### src/rtl/warn_door_multi_if.sv
// Door-warning bus: raw sensors and acks in, debounced status and warnings out.
// The master side drives sensors/acks; the slave side is the warning block.
interface warn_door_multi_if #(
    parameter int NUM_DOORS = 4
);
    logic [NUM_DOORS-1:0] door_open;
    logic [NUM_DOORS-1:0] ack;
    logic [NUM_DOORS-1:0] door_state;
    logic [NUM_DOORS-1:0] warn_door_open;
    logic                 any_warn;
    logic                 alarm;

    modport master (
        output door_open, ack,
        input  door_state, warn_door_open, any_warn, alarm
    );

    modport slave (
        input  door_open, ack,
        output door_state, warn_door_open, any_warn, alarm
    );
endinterface

### src/rtl/warn_door_multi.sv
// Multi-door open-too-long warning: per-door debounce + warn/mute FSM,
// plus a shared blinking alarm driven while any door is warning.
module warn_door_chan #(
    parameter int DEBOUNCE_CYCLES = 4,
    parameter int WARN_DELAY      = 16,
    parameter int MUTE_CYCLES     = 32,
    parameter int TW              = 6
) (
    input  logic clock,
    input  logic reset,
    input  logic raw,
    input  logic ack,
    output logic door_state,
    output logic warn,
    output logic warn_nxt
);
    localparam int DW = $clog2(DEBOUNCE_CYCLES + 1);

    typedef enum logic [1:0] {CLOSED, OPEN_WAIT, WARN, MUTED} state_t;

    logic [DW-1:0] db_cnt;
    logic [TW-1:0] timer, timer_nxt;
    state_t        state, state_nxt;

    // Debounce: accept a change only after DEBOUNCE_CYCLES consecutive differing samples.
    always_ff @(posedge clock) begin
        if (reset) begin
            db_cnt     <= '0;
            door_state <= 1'b0;
        end else if (raw != door_state) begin
            if (db_cnt == DW'(DEBOUNCE_CYCLES - 1)) begin
                door_state <= raw;
                db_cnt     <= '0;
            end else begin
                db_cnt <= db_cnt + DW'(1);
            end
        end else begin
            db_cnt <= '0;
        end
    end

    always_ff @(posedge clock) begin
        if (reset) begin
            state <= CLOSED;
            timer <= '0;
            warn  <= 1'b0;
        end else begin
            state <= state_nxt;
            timer <= timer_nxt;
            warn  <= warn_nxt;
        end
    end

    // A closed door wins over ack and timer expiry in every state.
    always_comb begin
        state_nxt = state;
        timer_nxt = timer;
        case (state)
            CLOSED: begin
                timer_nxt = '0;
                if (door_state) begin
                    if (WARN_DELAY == 1) begin
                        state_nxt = WARN;
                    end else begin
                        state_nxt = OPEN_WAIT;
                        timer_nxt = TW'(1);
                    end
                end
            end
            OPEN_WAIT: begin
                if (!door_state) begin
                    state_nxt = CLOSED;
                    timer_nxt = '0;
                end else if (timer == TW'(WARN_DELAY - 1)) begin
                    state_nxt = WARN;
                    timer_nxt = '0;
                end else begin
                    timer_nxt = timer + TW'(1);
                end
            end
            WARN: begin
                if (!door_state) begin
                    state_nxt = CLOSED;
                end else if (ack) begin
                    state_nxt = MUTED;
                    timer_nxt = '0;
                end
            end
            MUTED: begin
                if (!door_state) begin
                    state_nxt = CLOSED;
                    timer_nxt = '0;
                end else if (timer == TW'(MUTE_CYCLES - 1)) begin
                    state_nxt = WARN;
                    timer_nxt = '0;
                end else begin
                    timer_nxt = timer + TW'(1);
                end
            end
            default: begin
                state_nxt = CLOSED;
                timer_nxt = '0;
            end
        endcase
        warn_nxt = (state_nxt == WARN);
    end
endmodule

module warn_door_multi #(
    parameter int NUM_DOORS       = 4,
    parameter int DEBOUNCE_CYCLES = 4,
    parameter int WARN_DELAY      = 16,
    parameter int MUTE_CYCLES     = 32,
    parameter int BLINK_HALF      = 2
) (
    input  logic             clock,
    input  logic             reset,
    warn_door_multi_if.slave bus
);
    localparam int TMAX = (WARN_DELAY > MUTE_CYCLES) ? WARN_DELAY : MUTE_CYCLES;
    localparam int TW   = $clog2(TMAX + 1);
    localparam int BW   = $clog2(BLINK_HALF + 1);

    logic [NUM_DOORS-1:0] warn_nxt;
    logic                 any_warn_q, alarm_q;
    logic [BW-1:0]        blink_cnt;

    for (genvar g = 0; g < NUM_DOORS; g++) begin : g_chan
        warn_door_chan #(
            .DEBOUNCE_CYCLES(DEBOUNCE_CYCLES),
            .WARN_DELAY     (WARN_DELAY),
            .MUTE_CYCLES    (MUTE_CYCLES),
            .TW             (TW)
        ) u_chan (
            .clock     (clock),
            .reset     (reset),
            .raw       (bus.door_open[g]),
            .ack       (bus.ack[g]),
            .door_state(bus.door_state[g]),
            .warn      (bus.warn_door_open[g]),
            .warn_nxt  (warn_nxt[g])
        );
    end

    // any_warn uses the channels' next-state so it lands on the same edge as warn_door_open.
    always_ff @(posedge clock) begin
        if (reset) begin
            any_warn_q <= 1'b0;
            alarm_q    <= 1'b0;
            blink_cnt  <= '0;
        end else begin
            any_warn_q <= |warn_nxt;
            if (!(|warn_nxt)) begin
                alarm_q   <= 1'b0;
                blink_cnt <= '0;
            end else if (!any_warn_q) begin
                alarm_q   <= 1'b1;
                blink_cnt <= '0;
            end else if (blink_cnt == BW'(BLINK_HALF - 1)) begin
                alarm_q   <= ~alarm_q;
                blink_cnt <= '0;
            end else begin
                blink_cnt <= blink_cnt + BW'(1);
            end
        end
    end

    assign bus.any_warn = any_warn_q;
    assign bus.alarm    = alarm_q;
endmodule

### src/flat_wrapper.sv
// flat-port wrapper written by rule: the top's interface ports become plain ports
module warn_door_multi_flat 
#(
    parameter int NUM_DOORS       = 4,
    parameter int DEBOUNCE_CYCLES = 4,
    parameter int WARN_DELAY      = 16,
    parameter int MUTE_CYCLES     = 32,
    parameter int BLINK_HALF      = 2
)
  (clock, reset, bus_door_open, bus_ack, bus_door_state, bus_warn_door_open, bus_any_warn, bus_alarm);
  warn_door_multi_if #(.NUM_DOORS(NUM_DOORS)) bus_i ();
  input  logic clock;
  input  logic reset;
  input wire logic [$bits(bus_i.door_open)-1:0] bus_door_open;
  input wire logic [$bits(bus_i.ack)-1:0] bus_ack;
  output wire logic [$bits(bus_i.door_state)-1:0] bus_door_state;
  output wire logic [$bits(bus_i.warn_door_open)-1:0] bus_warn_door_open;
  output wire logic [$bits(bus_i.any_warn)-1:0] bus_any_warn;
  output wire logic [$bits(bus_i.alarm)-1:0] bus_alarm;
  assign bus_i.door_open = bus_door_open;
  assign bus_i.ack = bus_ack;
  assign bus_door_state = bus_i.door_state;
  assign bus_warn_door_open = bus_i.warn_door_open;
  assign bus_any_warn = bus_i.any_warn;
  assign bus_alarm = bus_i.alarm;
  warn_door_multi #(.NUM_DOORS(NUM_DOORS), .DEBOUNCE_CYCLES(DEBOUNCE_CYCLES), .WARN_DELAY(WARN_DELAY), .MUTE_CYCLES(MUTE_CYCLES), .BLINK_HALF(BLINK_HALF)) u_core (.clock(clock), .reset(reset), .bus(bus_i));
endmodule
### config.mk
export PLATFORM = sky130hd
export DESIGN_NAME = warn_door_multi_flat
export DESIGN_NICKNAME = d
export VERILOG_FILES = /design/src/rtl/warn_door_multi_if.sv /design/src/rtl/warn_door_multi.sv /design/src/flat_wrapper.sv
export SDC_FILE = /design/constraint.sdc
export NUM_CORES = 1
export LEC_CHECK = 0
export CORE_ASPECT_RATIO = 0.75
export CORE_MARGIN = 2
export CORE_UTILIZATION = 40
export CTS_CLUSTER_DIAMETER = 200
export CTS_CLUSTER_SIZE = 30
export DETAILED_ROUTE_END_ITERATION = 8
export PLACE_DENSITY = 0.62
export REMOVE_ABC_BUFFERS = 1
export SLEW_MARGIN = 20
export SYNTH_ARGS = -nofsm -noshare
export SYNTH_HDL_FRONTEND = slang
export SYNTH_HIERARCHICAL = 1
export SYNTH_SLANG_ARGS = --single-unit
### constraint.sdc
create_clock -name clock -period 1.61 [get_ports clock]
set_input_delay 0.322 -clock clock [delete_from_list [all_inputs] [get_ports clock]]
set_output_delay 0.322 -clock clock [all_outputs]
set_load 0.1 [all_outputs]
==> impl_metrics.ini <==
[layout]
seq_area_mm2 = 0.00113
nNetsFinal = 385
fill_cells = 557
final_area_mm2 = 0.00366
antennaDiodeCount = 0
finalNonFillerCells = 444
multi_input_area_mm2 = 0.00160
final_cell_mix = nor2_1 (53), dfxtp_1 (51), buf_4 (50), xnor2_1 (17), a21oi_1 (16)
final_common_cell = nor2_1
area_delta_synth_final_pct = 34.5
drive_gt1_share_pct = 33.9
utilization_pct = 56.8

[timing]
rsz0062_at_grt = yes
setup_slack_ns = -0.0988
fin_crit_sh_pct = 106
hold_viol_final = 0
fmax_mhz = 585
setup_viol = 4
post-route-min-period_ns = 1.71
worst_pin_slew_ns = 0.366
finClkSkew_ns = 0.00989
maxSlewHeadroom_pct = 75.4
drv_slew = 0

[power]
power_w = 0.00230
power.switching_w = 0.000506
p_leak_nw = 1.32
p_sw_share_pct = 22.0
p_int_w = 0.00180
power_frac_clock_pct = 34.6
power_frac_comb_pct = 4.4
powerDensity_mw_per_mm2 = 629
seqPwrFrac_pct = 61.0
ir_drop_v = 0.000378

[floorplanning]
rows = 25
ios = 20
coreArea_mm2 = 0.00644
start_util_pct = 42.2
die_w_um = 99.2
dieArea_mm2 = 0.00748
die_h_um = 75.4

[yosys]
synth.cell_area_mm2 = 0.00272
synth_ff_type = dfxtp_1
postSynth.asyncResetShare_pct = 0
synth_warnings = 6
avgSynthCellArea_um2 = 9.28
yosysSeqAreaShare_pct = 41.2
synth_cell_types = 31
synth_edf_count = 0
ys_seq_elements = 56
synth_cells = 293

[critical_path]
startpoint_type = flop
crit_required_ns = 1.80
worstPathArrival_ns = 1.89
critPathMaxStageDelay_ns = 0.35
path_max_fanout = 4
path_buf_inv = 0
crit_family = simple AND/OR/NAND/NOR gates
slowest_stage = dfxtp_2
cp_cell_sequence = ha_4 -> and4b_4 -> a31oi_4 -> nor2_2 -> and2_4 -> nor4_4 -> nor4_1
end_kind = flop
critPathKind = reg2reg

[clock_network]
cts-root-buf = clkbuf_8
clk_latency_ns = 0.31
clk_pin_slew_ns = 0.10
cts_tree = yes
h-tree-depth = 2
cts_buffer_depth = 2
numCtsBuffers = 5
numClockSinks = 56

[outcome]
status = complete, but fails checks
violations = setup timing

[place]
numPortBuffers = 19
dpl_cell_area_mm2 = 0.00342
dp_cells = 434
gp_congestion = 0.836
hpwl_um = 4010

[global_route]
grt-ovfl-total = 0
grt_pass1_vias = 2161
grt_pass1_wl_um = 9660
grt_max_degree = 33
antenna_found_initial = 0
grt_use_total_pct = 16.1

[drt]
post_drt_via_cell_ratio = 5.03
drtIter0Drc = 108
postRouteAntennaNets = 0
detail_route.wl_per_cell_um = 12.5
first_pass_iters = 4
route.vias.total = 2232
drc = 0
drt_wl_total_um = 5550

[worst_hold_path]
min_path_type = reg2reg

[job]
drv_cap = 0
state kept, by name, summed over array words and instances (netlist names):
signal	count
u_core/bus.any_warn	1
u_core/g_chan.u_chan/state	8
u_core/g_chan.u_chan/warn	4
u_core/bus.alarm	1
u_core/g_chan.u_chan/timer	24
u_core/g_chan.u_chan/db_cnt	12
u_core/g_chan.u_chan/door_state	4
u_core/blink_cnt	2
synth_stat cells (4+ instances only):
| cell type | n | share of area [%] |
|---|---|---|
| a211oi_2 | 4 | 1.8 |
| a21oi_1 | 16 | 2.9 |
| a311oi_1 | 4 | 1.3 |
| a31oi_1 | 8 | 1.8 |
| a31oi_2 | 4 | 1.8 |
| and2_1 | 4 | 0.92 |
| and2_4 | 4 | 1.3 |
| and4b_4 | 4 | 2.0 |
| buf_4 | 4 | 1.1 |
| buf_6 | 4 | 1.7 |
| dfxtp_1 | 56 | 41 |
| ha_1 | 13 | 6.0 |
| inv_1 | 13 | 1.8 |
| mux2i_1 | 12 | 4.4 |
| nand2_1 | 8 | 1.1 |
| nand2_2 | 4 | 0.92 |
| nand2b_1 | 5 | 1.2 |
| nand3_1 | 4 | 0.74 |
| nand4_1 | 4 | 0.92 |
| nand4b_1 | 4 | 1.3 |
| nor2_1 | 53 | 7.3 |
| nor2_2 | 8 | 1.8 |
| nor2b_2 | 4 | 1.3 |
| nor3_1 | 8 | 1.5 |
| o21ai_1 | 12 | 2.2 |
| o21bai_2 | 4 | 1.7 |
| or3_1 | 4 | 0.92 |
| xnor2_1 | 17 | 5.5 |
final cells by class:
| class | instances | area share [%] |
|---|---|---|
| multi-input combinational | 216 | 43.8 |
| sequential | 56 | 30.8 |
| timing repair buffer | 70 | 18.7 |
| tap | 81 | 2.77 |
| clock buffer | 6 | 2.26 |
| inverter | 13 | 1.33 |
| clock inverter | 2 | 0.274 |
stage by stage:
stage               setup WS, ns  hold slack, ns  TNS [ns]
floorplan                 -0.290           0.391     -7.49
global placement          -0.288           0.407     -1.15
detailed placement        -0.332           0.413     -1.31
CTS                      -0.0817           0.434    -0.211
global route              -0.167           0.443    -0.596
finish                   -0.0988           0.429    -0.290
cells by family after synthesis:
kind of cell | Yosys count | share of synthesized area, %
simple gates | 121 | 24.4
mux | 12 | 4.42
compound gates | 53 | 13.9
buf+inv | 21 | 4.56
xor+xnor | 17 | 5.48
fa+ha+maj | 13 | 5.98
flops | 56 | 41.2
path summary, 6_finish.rpt:
check | from | endpoint | slack (ns) | cells past startpoint
max reg2reg | u_core/g_chan[2].u_chan/timer[1]$_SDFFE_PP0P_ | u_core/blink_cnt[1]$_SDFF_PP0_ | -0.1 | 7
min reg2reg | u_core/g_chan[1].u_chan/db_cnt[0]$_SDFF_PP0_ | u_core/g_chan[1].u_chan/db_cnt[0]$_SDFF_PP0_ | 0.43 | 1
min | u_core/g_chan[1].u_chan/db_cnt[0]$_SDFF_PP0_ | u_core/g_chan[1].u_chan/db_cnt[0]$_SDFF_PP0_ | 0.43 | 1
max | u_core/g_chan[2].u_chan/timer[1]$_SDFFE_PP0P_ | u_core/blink_cnt[1]$_SDFF_PP0_ | -0.1 | 7
power groups by stage:
| stage | Combinational [W] | Clock (W) | Sequential, W |
|---|---|---|---|
| 3_3_place_gp | 0.0000983 | 0 | 0.00144 |
| 2_1_floorplan | 0.0000321 | 0 | 0.00144 |
| 3_5_place_dp | 0.000100 | 0 | 0.00144 |
| 6_report | 0.000101 | 0.000796 | 0.00140 |
| 4_1_cts | 0.000101 | 0.000824 | 0.00140 |
| 5_1_grt | 0.000111 | 0.000875 | 0.00141 |
routing by layer:
layer	routed length [um]	GRT usage, %	up-vias
li1	-	-	1157
met1	2830	20.8	1028
met2	2500	28.4	43
met3	181	3.03	4
met4	42	4.11	0
met5	0	0	-
worst register-to-register path, cell delays in order (launching register included):
cell and delay [ns]:
dfxtp_2 0.35, ha_4 0.16, and4b_4 0.20, a31oi_4 0.21, nor2_2 0.07, and2_4 0.14, nor4_4 0.35, nor4_1 0.10
timing repair:
action / CTS / global route
buffers inserted: 1 / 1
resized for setup: 22 / 4
pin swaps: 14 / 6
hold buffers: 0 / 0
hold endpoints to repair: 0 / 0
setup endpoints to repair: 4 / 4
Power figures use the tool's default switching activity.
